$ cat config.mk
export PLATFORM = sky130hd
export DESIGN_NAME = pc_branch_sequencer
export DESIGN_NICKNAME = d
export VERILOG_FILES = /design/src/rtl/pc_branch_sequencer_pkg.sv /design/src/rtl/pc_branch_sequencer_ras.sv /design/src/rtl/pc_branch_sequencer.sv
export SDC_FILE = /design/constraint.sdc
export NUM_CORES = 1
export LEC_CHECK = 0
export BUFFER_PORTS_ARGS = -buffer_cell sky130_fd_sc_hd__buf_2
export CAP_MARGIN = 20
export CELL_PAD_IN_SITES_DETAIL_PLACEMENT = 1
export CELL_PAD_IN_SITES_GLOBAL_PLACEMENT = 1
export CORE_AREA = 2 2 198 200
export DETAILED_ROUTE_END_ITERATION = 12
export DIE_AREA = 0 0 200 202
export PLACE_DENSITY = 0.78
export SLEW_MARGIN = 25
export SYNTH_ARGS = -nofsm -noshare
export SYNTH_HDL_FRONTEND = slang
export SYNTH_SLANG_ARGS = --single-unit
$ cat constraint.sdc
create_clock -name clk -period 20.1 [get_ports clk]
set_clock_uncertainty 0.05 [all_clocks]
set_input_delay 6.03 -clock clk [delete_from_list [all_inputs] [get_ports clk]]
set_output_delay 6.03 -clock clk [all_outputs]
set_load 0.02 [all_outputs]
$ cat src/rtl/pc_branch_sequencer_pkg.sv
// Shared types and default sizing for the PC/branch sequencer.
// Target-select encoding used by the next-address mux.
package pc_branch_sequencer_pkg;

    localparam int DefWidth    = 32;
    localparam int DefRasDepth = 8;
    localparam int DefInc      = 4;

    typedef enum logic [1:0] {
        SEQ,
        LABEL,
        REG,
        RAS
    } tgtSel_e;

endpackage

$ cat src/rtl/pc_branch_sequencer_ras.sv
// Circular return-address stack with overwrite-on-full.
// Registered occupancy flags and a one-cycle underflow pulse.
module return_addr_stack
    import pc_branch_sequencer_pkg::*;
#(
    parameter int WIDTH = DefWidth,
    parameter int DEPTH = DefRasDepth
) (
    input  logic             clk,
    input  logic             rst,
    input  logic             push,
    input  logic             pop,
    input  logic [WIDTH-1:0] pushData,
    output logic [WIDTH-1:0] topData,
    output logic             empty,
    output logic             full,
    output logic             underflow
);

    localparam int PW = $clog2(DEPTH);
    localparam int CW = PW + 1;

    logic [WIDTH-1:0] mem [DEPTH];
    logic [PW-1:0]    topPtr;
    logic [PW-1:0]    topPtrNext;
    logic [PW-1:0]    wrPtr;
    logic [CW-1:0]    count;
    logic [CW-1:0]    countNext;
    logic             wrEn;

    always_comb begin
        topPtrNext = topPtr;
        countNext  = count;
        wrEn       = 1'b0;
        wrPtr      = topPtr + 1'b1;
        if (push && pop && !empty) begin
            // pop-then-push collapses into replacing the top entry
            wrEn  = 1'b1;
            wrPtr = topPtr;
        end else if (push) begin
            wrEn       = 1'b1;
            topPtrNext = topPtr + 1'b1;
            if (!full) begin
                countNext = count + 1'b1;
            end
        end else if (pop && !empty) begin
            topPtrNext = topPtr - 1'b1;
            countNext  = count - 1'b1;
        end
    end

    always_ff @(posedge clk or posedge rst) begin
        if (rst) begin
            topPtr    <= '0;
            count     <= '0;
            empty     <= 1'b1;
            full      <= 1'b0;
            underflow <= 1'b0;
        end else begin
            topPtr    <= topPtrNext;
            count     <= countNext;
            empty     <= (countNext == '0);
            full      <= (countNext == CW'(DEPTH));
            underflow <= pop && empty;
        end
    end

    always_ff @(posedge clk) begin
        if (wrEn) begin
            mem[wrPtr] <= pushData;
        end
    end

    assign topData = mem[topPtr];

endmodule

$ cat src/rtl/pc_branch_sequencer.sv
// Program counter with branch/jump/call/return target selection.
// Returns are predicted from a small circular return-address stack.
module pc_branch_sequencer
    import pc_branch_sequencer_pkg::*;
#(
    parameter int               WIDTH     = DefWidth,
    parameter int               RAS_DEPTH = DefRasDepth,
    parameter int               INC       = DefInc,
    parameter logic [WIDTH-1:0] RESET_PC  = '0
) (
    input  logic             clk,
    input  logic             rst,
    input  logic             en,
    input  logic             isBranch,
    input  logic             validJump,
    input  logic             labelSel,
    input  logic             jumpAddr,
    input  logic             isCall,
    input  logic             isRet,
    input  logic [25:0]      label0,
    input  logic [15:0]      label1,
    input  logic [WIDTH-1:0] rsAddr,
    output logic [WIDTH-1:0] pc,
    output logic [WIDTH-1:0] nextAddr,
    output logic             rasEmpty,
    output logic             rasFull,
    output logic             rasUnderflow
);

    logic             taken;
    logic             push;
    logic             pop;
    tgtSel_e          sel;
    logic [WIDTH-1:0] pcInc;
    logic [WIDTH-1:0] lab0Ext;
    logic [WIDTH-1:0] lab1Ext;
    logic [WIDTH-1:0] labelOff;
    logic [WIDTH-1:0] rasTop;

    assign taken    = isBranch & validJump;
    assign push     = en & taken & isCall;
    assign pop      = en & taken & isRet;
    assign pcInc    = pc + WIDTH'(INC);
    assign lab0Ext  = WIDTH'(signed'(label0));
    assign lab1Ext  = WIDTH'(signed'(label1));
    assign labelOff = labelSel ? lab1Ext : lab0Ext;

    // an empty-stack return falls through to the register/label target
    always_comb begin
        sel = SEQ;
        if (taken) begin
            if (isRet && !rasEmpty) begin
                sel = RAS;
            end else if (jumpAddr) begin
                sel = REG;
            end else begin
                sel = LABEL;
            end
        end
    end

    always_comb begin
        nextAddr = pcInc;
        unique case (sel)
            SEQ:     nextAddr = pcInc;
            LABEL:   nextAddr = pc + labelOff;
            REG:     nextAddr = rsAddr;
            RAS:     nextAddr = rasTop;
            default: nextAddr = pcInc;
        endcase
    end

    always_ff @(posedge clk or posedge rst) begin
        if (rst) begin
            pc <= RESET_PC;
        end else if (en) begin
            pc <= nextAddr;
        end
    end

    return_addr_stack #(
        .WIDTH (WIDTH),
        .DEPTH (RAS_DEPTH)
    ) uRas (
        .clk       (clk),
        .rst       (rst),
        .push      (push),
        .pop       (pop),
        .pushData  (pcInc),
        .topData   (rasTop),
        .empty     (rasEmpty),
        .full      (rasFull),
        .underflow (rasUnderflow)
    );

endmodule

==> results.txt, run 1 <==
- STA puts the critical path data arrival time at 9.99 ns.
- VDD IR-drop max: 0.150 mV
- Clock tree from TritonCTS: done
- Averaged over all synthesized cells, the footprint is 13.7 um^2.
* Final hold vios: 0
* Number of antenna violations at the first check in global routing: 0
* Detailed-router iteration count before antenna repair: 5
- Setup violations remaining at the end of the flow were counted as 0.
* Design internal power: 1.54 mW
- The path class of the tightest hold or removal check is reg -> reg.
- The library cells used most frequently in the layout, excluding fill and tap cells, are 256 x edfxtp_1, 149 x buf_2, 64 x nand2_1, 64 x mux4_2, 57 x a21oi_1.
- I/O pin cnt: 150
- Hold Buf Count CTS: 0
* Vias per cell: 5.91
* Number of routed nets with antenna violations: 0
* Average wire length per cell after detail routing: 26.2 um
* Capturing element type of the critical path: output port
- Post-synthesis cell count: 1106
- For the pin with the worst max-slew slack, the measured transition is 0.963 ns.
- Number of core rows: 72
- Crit path buffers/inverters: 2
- Post-detailed-route DRC marker count: 0
- Sequential fraction of the synthesis area: 57.7%
- Data required time of the critical path: 14.02 ns
- In this run switching power makes up 39.3% of total power.
- At the end of routability-driven placement, the weighted congestion stood at 0.867.
* Number of clock sinks seen by CTS: 298
- Overall routed net length: 47.0 mm
- Input and output buffers added on the ports amount to 149.
* Number of max-slew violations in the final report: 0
- Wire length of the first global-routing pass: 69.9 mm
- Post-CTS timing repair inserted 0 buffers for setup.
* Clock tree buffer depth: 3
- Summed over all nets, the switching power comes to 0.999 mW.
* Run status: completed
- Once layout is done, the placed cells without fillers occupy 0.0174 mm^2.
- STA classifies the critical path startpoint as an input port.
- After clock tree synthesis, the clock-pin slew on the worst setup and hold paths is 0.06 ns.
- Initial cell density of the core: 39.6%
* Width of the chip: 200 um
- CTS built an H-tree with a depth of 1.
- Clock tree synthesis selected as its root buffer the cell clkbuf_16.
- Async S/R FF share, synth: 14.1%
- Global routing finished with a remaining overflow of 0.
- Most common cell after layout, fill and taps aside: edfxtp_1
- Post-placement cell area: 0.0164 mm^2
* Overall routing resource usage: 23.5%
- Measured against its own limit, the worst slew margin works out to 35.5%.
* Synth-to-layout area growth: 15.1%
- Once detailed placement completed, the half-perimeter wirelength came to 31.4 mm.
- Skew-Pair Late Insertion Delay: 0.57 ns
- After the first detailed-routing iteration, the DRC count stood at 1072.
- Share of power burned in registers: 36.2%
- Crit-path slowest cell: a211oi_1
- Die outline area: 0.0404 mm^2
- Total power density per cell area: 146 mW/mm^2
* Min Hold Slack: 0.497 ns
- Of the cells placed in the final design, the portion with a size suffix greater than 1 is 28.6%.
- Via count of the first global-routing pass: 11100
* Path type of the worst setup path: in -> out
- Adding up every negative setup slack in the final design gives 0 ns.
* Total number of vias: 10600
- Pin count of the biggest net entering global routing: 49
* Combined area of all synthesized cells: 0.0152 mm^2
- Counting flops and latches in the post-synthesis netlist gives 298.
- Maximum fanout count along the critical path: 27
- Power share of the clock group: 22.2%
- Maximum clock frequency: 62.2 MHz
- Fin crit period: 16.07 ns
* Flip-flop cell with the highest count after synthesis: edfxtp_1
- Delay of the slowest cell on the worst path: 0.72 ns
- Number of synthesized flops with an enable pin: 256
- Synth Net Count: 1226
- Counting distinct cell types in the post-synthesis netlist gives 78.
* Period utilisation layout: 79.9%
- Broken down by cell family, the worst path's largest delay share belongs to compound AO/OA/AOI/OAI gates.
- Final net count: 1369
- Buffers inserted during clock tree synthesis total 31.
* Core area: 0.0383 mm^2
- Count of maximum capacitance violations: 0
- Post-CTS resize count: 0
- Die outline height: 202 um
- Leakage Power: 6.32 nW
* Cell-by-cell trace of the critical path: buf_2 > mux2_2 > ha_1 > fa_1 > a21o_1 > nand4_1 > a21oi_1 > o21a_1 > o2111ai_1 > a21oi_1 > a211oi_1 > a31oi_1 > buf_2
- Per report_power, the combinational group accounts for 41.6% of the total.
- During synthesis, Yosys emitted a total of 0 warnings.
- Setup repair after global routing left no endpoint under its margin.
-- final cells by class --
type | instances | area (um^2)
timing repair buffer | 170 | 903
fill | 3959 | 20800
inverter | 37 | 139
clock inverter | 16 | 141
multi-input combinational | 711 | 6010
sequential | 298 | 8750
tap | 518 | 648
clock buffer | 42 | 857
antenna | 1 | 2.50
-- power groups by stage --
stage	combinational (mW)	clock, mW	sequential, mW
after floorplan	0.741	0	0.908
after global placement	1.01	0	0.929
after detailed placement	1.05	0	0.935
after CTS	1.05	0.574	0.921
after global routing	1.15	0.592	0.933
final	1.06	0.565	0.922
-- metal layers --
layer | track usage [%] | routed length, um
met4 | 5.37 | 892
met3 | 4.71 | 4420
met5 | 0 | 0
met2 | 38.0 | 22300
met1 | 32.7 | 19400
-- worst register-to-register path, delay by kind of cell, from the launching register on --
family / cells / cell delay, ns
simple gates: 1 / 0.16
compound gates: 7 / 1.99
flops: 1 / 0.52
fa+ha+maj: 2 / 0.75
-- logic make-up (layout without fill, tap and decap cells) --
family / after synthesis / in the layout / share of synthesized area [%]
muxes: 140 / 140 / 14.9
other: 0 / 1 / 0
buffers and inverters: 97 / 265 / 2.89
DFF: 298 / 298 / 57.7
adders and majority gates: 37 / 37 / 3.10
AOI/OAI and AO/OA: 238 / 238 / 10.6
xor gates and xnor gates: 48 / 48 / 2.77
and+or+nand+nor: 248 / 248 / 8.07
-- metrics by stage --
stage	power [mW]	util, %	worst slack (ns)	instances
finish	2.54	45.6	4.03	1793
global route	2.67	45.6	3.97	1792
CTS	2.55	45.6	4.21	1792
detailed placement	1.98	43.0	4.25	1734
global placement	1.94	42.9	4.35	1734
floorplan	1.65	-	4.87	1106
-- final timing paths --
check | end | slack (ns) | depth (start not counted) | from
worst max-delay path | nextAddr[24] | 4.03 | 13 | labelSel
worst min-delay path | uRas.count[2]$_DFF_PP0_ | 0.50 | 1 | uRas.count[2]$_DFF_PP0_
worst max register to register | pc[24]$_DFFE_PP0P_ | 16.47 | 10 | pc[0]$_DFFE_PP0P_
worst min register to register | uRas.count[2]$_DFF_PP0_ | 0.50 | 1 | uRas.count[2]$_DFF_PP0_
max in group asynchronous | uRas.topPtr[0]$_DFFE_PP0P_ | 13.82 | 3 | rst
min in group asynchronous | uRas.underflow$_DFF_PP0_ | 5.62 | 3 | rst
-- state kept, by name, indices dropped and copies added (netlist names) --
signal          cells
pc                 32
uRas.count          4
uRas.empty          1
uRas.full           1
uRas.mem          256
uRas.topPtr         3
uRas.underflow      1
-- synthesized netlist by cell type, types with 8 or more instances --
cell type  count  share of area [%]
edfxtp_1     256                 51
mux4_2        64                9.5
nand2_1       64                1.6
nor2_1        63                1.6
a21oi_1       57                1.9
o21ai_0       54                1.8
dfrtp_1       41                6.8
mux2_2        39                2.9
inv_1         37               0.92
ha_1          36                3.0
mux2i_1       36                2.4
xnor2_1       27                1.6
nand3_1       26               0.86
clkbuf_1      24               0.59
xor2_1        21                1.2
a31oi_1       20               0.83
nand4_1       20               0.83
o211ai_1      16               0.79
buf_2         15               0.50
and3_1        14               0.58
nor3_1        13               0.43
o21a_1        13               0.64
a21o_1        12               0.59
nand2b_1      11               0.45
buf_1         10               0.25
buf_4          8               0.40
or3_1          8               0.33
No activity file was read; power rests on OpenSTA's default activity.
==> run 2: changes to the inputs <==
==> constraint.sdc (replaced) <==
create_clock -name clk -period 15.5 [get_ports clk]
set_clock_uncertainty 0.05 [all_clocks]
set_input_delay 4.65 -clock clk [delete_from_list [all_inputs] [get_ports clk]]
set_output_delay 4.65 -clock clk [all_outputs]
set_load 0.02 [all_outputs]
==> run 2 against run 1 <==
Critical path depth unchanged. Flip-flop and latch count unchanged. Combinational power up 29%. First-iteration DRC count down 10%. Sequential power up 29%. Non-clock buffer count unchanged. Sequential share of layout area up 0.10 points. Die area unchanged. Setup slack worse by 1.7 ns. Core utilization down 0.095 points. Clock power up 27%. Register-to-register slack worse by 4.6 ns. Critical endpoint unchanged.
==> results.txt, run 2 (same netlist as run 1, synthesis figures left out) <==
- Run status: completed
- Maximum fanout count along the critical path: 27 (unchanged)
* Wire length of the first global-routing pass: 69.8 mm (about the same)
- Sequential standard cell area: 0.00875 mm^2 (unchanged)
- Overall routed net length: 46.9 mm (-0.16%)
- The total of max-cap violations is 0 (unchanged).
* Clock tree buffer depth: 3 (unchanged)
- Worst-margin pin slew: 0.936 ns (-0.0274 ns)
- Post-CTS resize count: 0 (unchanged)
* Data required time of the critical path: 10.80 ns (-3.22 ns)
* Inserted Clock Buffers: 31 (unchanged)
- Clock tree from TritonCTS: done
- Worst-case register-to-register setup slack: 11.91 ns (-4.56 ns)
* Detailed-router iteration count before antenna repair: 5 (unchanged)
- Multi-input logic area: 0.00601 mm^2 (unchanged)
* Delay of the slowest cell on the worst path: 0.64 ns (-0.08 ns)
* Maximum clock frequency: 75.7 MHz
- Hold Buf Count CTS: 0 (unchanged)
- Port bufs: 149 (unchanged)
- Leakage Power: 6.28 nW (-0.57%)
- The routed length per placed instance came to 26.2 um (-0.11%).
* Global placer's final weighted congestion: 0.872 (+0.60%)
* Launch point of the worst reg-to-reg path: pc[1]$_DFFE_PP0P_
- The endpoint identified for the worst register-to-register timing path is pc[27]$_DFFE_PP0P_.
- Sum Neg Setup Slack: 0 ns (unchanged)
* Clock slew at the register clock pins of the worst setup and hold paths: 0.06 ns (about the same)
- The number of remaining DRC errors was 0 (unchanged).
- The cell area power density was 189 mW/mm^2 (+29%).
- The worst setup path is of the in -> out kind.
- Number of routed nets with antenna violations: 0 (unchanged)
- Pin count of the biggest net entering global routing: 48 (-2.0%)
* Width of the chip: 200 um (unchanged)
- Number of antenna violations at the first check in global routing: 0 (unchanged)
- The number of vias after detailed routing is 10700 (+1.4%).
* Core area: 0.0383 mm^2 (unchanged)
- The top-level I/O count came to 150 (unchanged).
* Number of core rows: 72 (unchanged)
- The final global-route overflow total was 0 (unchanged).
* Detailed placer's ending HPWL: 31.4 mm (-0.30%)
* Count of cells along the worst register-to-register path: 9 (-1)
- Number of buffers inserted to repair setup after CTS: 0 (unchanged)
- From synthesis to final layout, the design area changed by 14.9%.
* H-tree depth: 1 (unchanged)
- Walking the worst path, the cells encountered are buf_2 > mux2_2 > ha_1 > fa_1 > a21o_1 > nand4_1 > a21oi_1 > o21a_1 > o2111ai_1 > a21oi_1 > a211oi_1 > a31oi_1 > buf_2.
* Final setup violation count: 0 (unchanged)
- The flip-flop count of the largest register after layout was 256 (unchanged).
- The worst hold path belongs to the class reg -> reg.
- The hold-critical path depth is 2 (+1).
- Following the worst setup path forward leads to its endpoint at nextAddr[24].
- Final net count: 1369 (unchanged)
- Fraction of layout instances using a drive strength above 1: 28.0% (-0.53 points)
- The final count of hold timing violations is 0 (unchanged).
- The worst hold slack after final layout is 0.482 ns (-0.0157 ns).
* VDD IR-drop max: 0.149 mV (-0.67%)
- Number of max-slew violations in the final report: 0 (unchanged)
- Initial cell density of the core: 39.6% (unchanged)
- In the finished design, the share of the clock period the worst path needs comes to 85.3%.
- The number of fill cells came to 3960 (+0.025%).
- The die extent in y is 202 um (unchanged).
- Overall routing resource usage: 23.4% (-0.13 points)
* Commonest cells after routing, fill and taps aside: 256 x edfxtp_1, 149 x buf_2, 64 x nand2_1, 64 x mux4_2, 57 x a21oi_1
- STA classifies the critical path endpoint as an output port.
- The via density per instance was 5.99 (+1.5%).
* Number of clock sinks seen by CTS: 298 (unchanged)
- The first-iteration detailed-routing DRC count is 961 (-10%).
* Worst endpoint data arrival time: 8.51 ns (-1.48 ns)
* Skew-Pair Late Insertion Delay: 0.57 ns (about the same)
- Setup repair after global routing left no endpoint under its margin.
- STA classifies the critical path startpoint as an input port.
- The largest registers in the layout are uRas.mem: 256 flops, pc: 32 flops, uRas.count: 4 flops.
- Clock root buffer: clkbuf_16
- The via count of the first global-routing pass is 11000 (-0.56%).
* Die outline area: 0.0404 mm^2 (unchanged)
- The slowest stage of the critical path is the a211oi_1 cell.
- Leaving out fill and tap cells, the most frequent cell in the layout is edfxtp_1.
- The most critical setup path has its startpoint at labelSel.
- uRas.mem holds more flip-flops than any other register.
* Fin crit period: 13.21 ns
- The worst relative slew slack came to 37.4% (+1.8 points).
run 2: cell types whose count changed in the layout (fill, tap and decap cells not counted):
cell        change
clkinv_4        -2
inv_6           -1
clkinv_2        -4
clkinvlp_4      +2
clkbuf_8        -2
clkbuf_1        +8
clkinv_1        -2
run 2: how the worst min path moves through the flow:
stage | start | endpoint | slack (ns)
4_1_cts | uRas.count[3]$_DFF_PP0_ | uRas.count[3]$_DFF_PP0_ | 0.49
5_1_grt | uRas.count[2]$_DFF_PP0_ | uRas.count[2]$_DFF_PP0_ | 0.52
2_1_floorplan | uRas.count[2]$_DFF_PP0_ | uRas.count[2]$_DFF_PP0_ | 0.43
6_report | uRas.count[3]$_DFF_PP0_ | uRas.count[3]$_DFF_PP0_ | 0.48
3_3_place_gp | uRas.count[2]$_DFF_PP0_ | uRas.count[2]$_DFF_PP0_ | 0.46
3_5_place_dp | uRas.count[3]$_DFF_PP0_ | uRas.count[3]$_DFF_PP0_ | 0.47
run 2: worst max-delay path: cells and delay by family:
kind | cells | cell delay [ns]
buffers and inverters | 2 | 0.70
AOI/OAI and AO/OA | 7 | 1.90
and+or+nand+nor | 1 | 0.17
adders and majority gates | 2 | 0.67
muxes | 1 | 0.41
run 2: area by class of cell:
| type | instances | area share (%) |
|---|---|---|
| clock inverter | 9 | 0.589 |
| tap | 518 | 3.72 |
| antenna | 1 | 0.0144 |
| timing repair buffer | 170 | 5.19 |
| sequential | 298 | 50.2 |
| multi-input combinational | 711 | 34.5 |
| inverter | 37 | 0.798 |
| clock buffer | 48 | 4.94 |
run 2: through the flow:
step / instances / total power [mW] / setup WS, ns / utilization, % / cell area, um^2
finish: 1792 / 3.28 / 2.29 / 45.5 / 17400
global route: 1791 / 3.45 / 2.16 / 45.5 / 17400
CTS: 1791 / 3.29 / 2.37 / 45.5 / 17400
detailed placement: 1734 / 2.57 / 2.45 / 43.0 / 16400
global placement: 1734 / 2.52 / 2.51 / 42.9 / 16400
floorplan: 1106 / 2.14 / 3.03 / - / 15200
run 2: routing by layer:
layer | vias up | part of all wire [%] | wire, um | global-route usage (%)
met5 | - | 0 | 0 | 0
met4 | 0 | 2.2 | 1030 | 5.37
met2 | 458 | 48 | 22300 | 37.7
li1 | 4607 | - | - | -
met1 | 5601 | 42 | 19700 | 32.9
met3 | 77 | 8.3 | 3910 | 4.15
run 2: where the power goes:
part	internal (mW)	switching (mW)	leakage [nW]	total [mW]
registers	1.05	0.143	2.80	1.19
clock network	0.413	0.305	0.460	0.718
logic	0.533	0.840	3.03	1.37
total	2.00	1.29	6.28	3.28
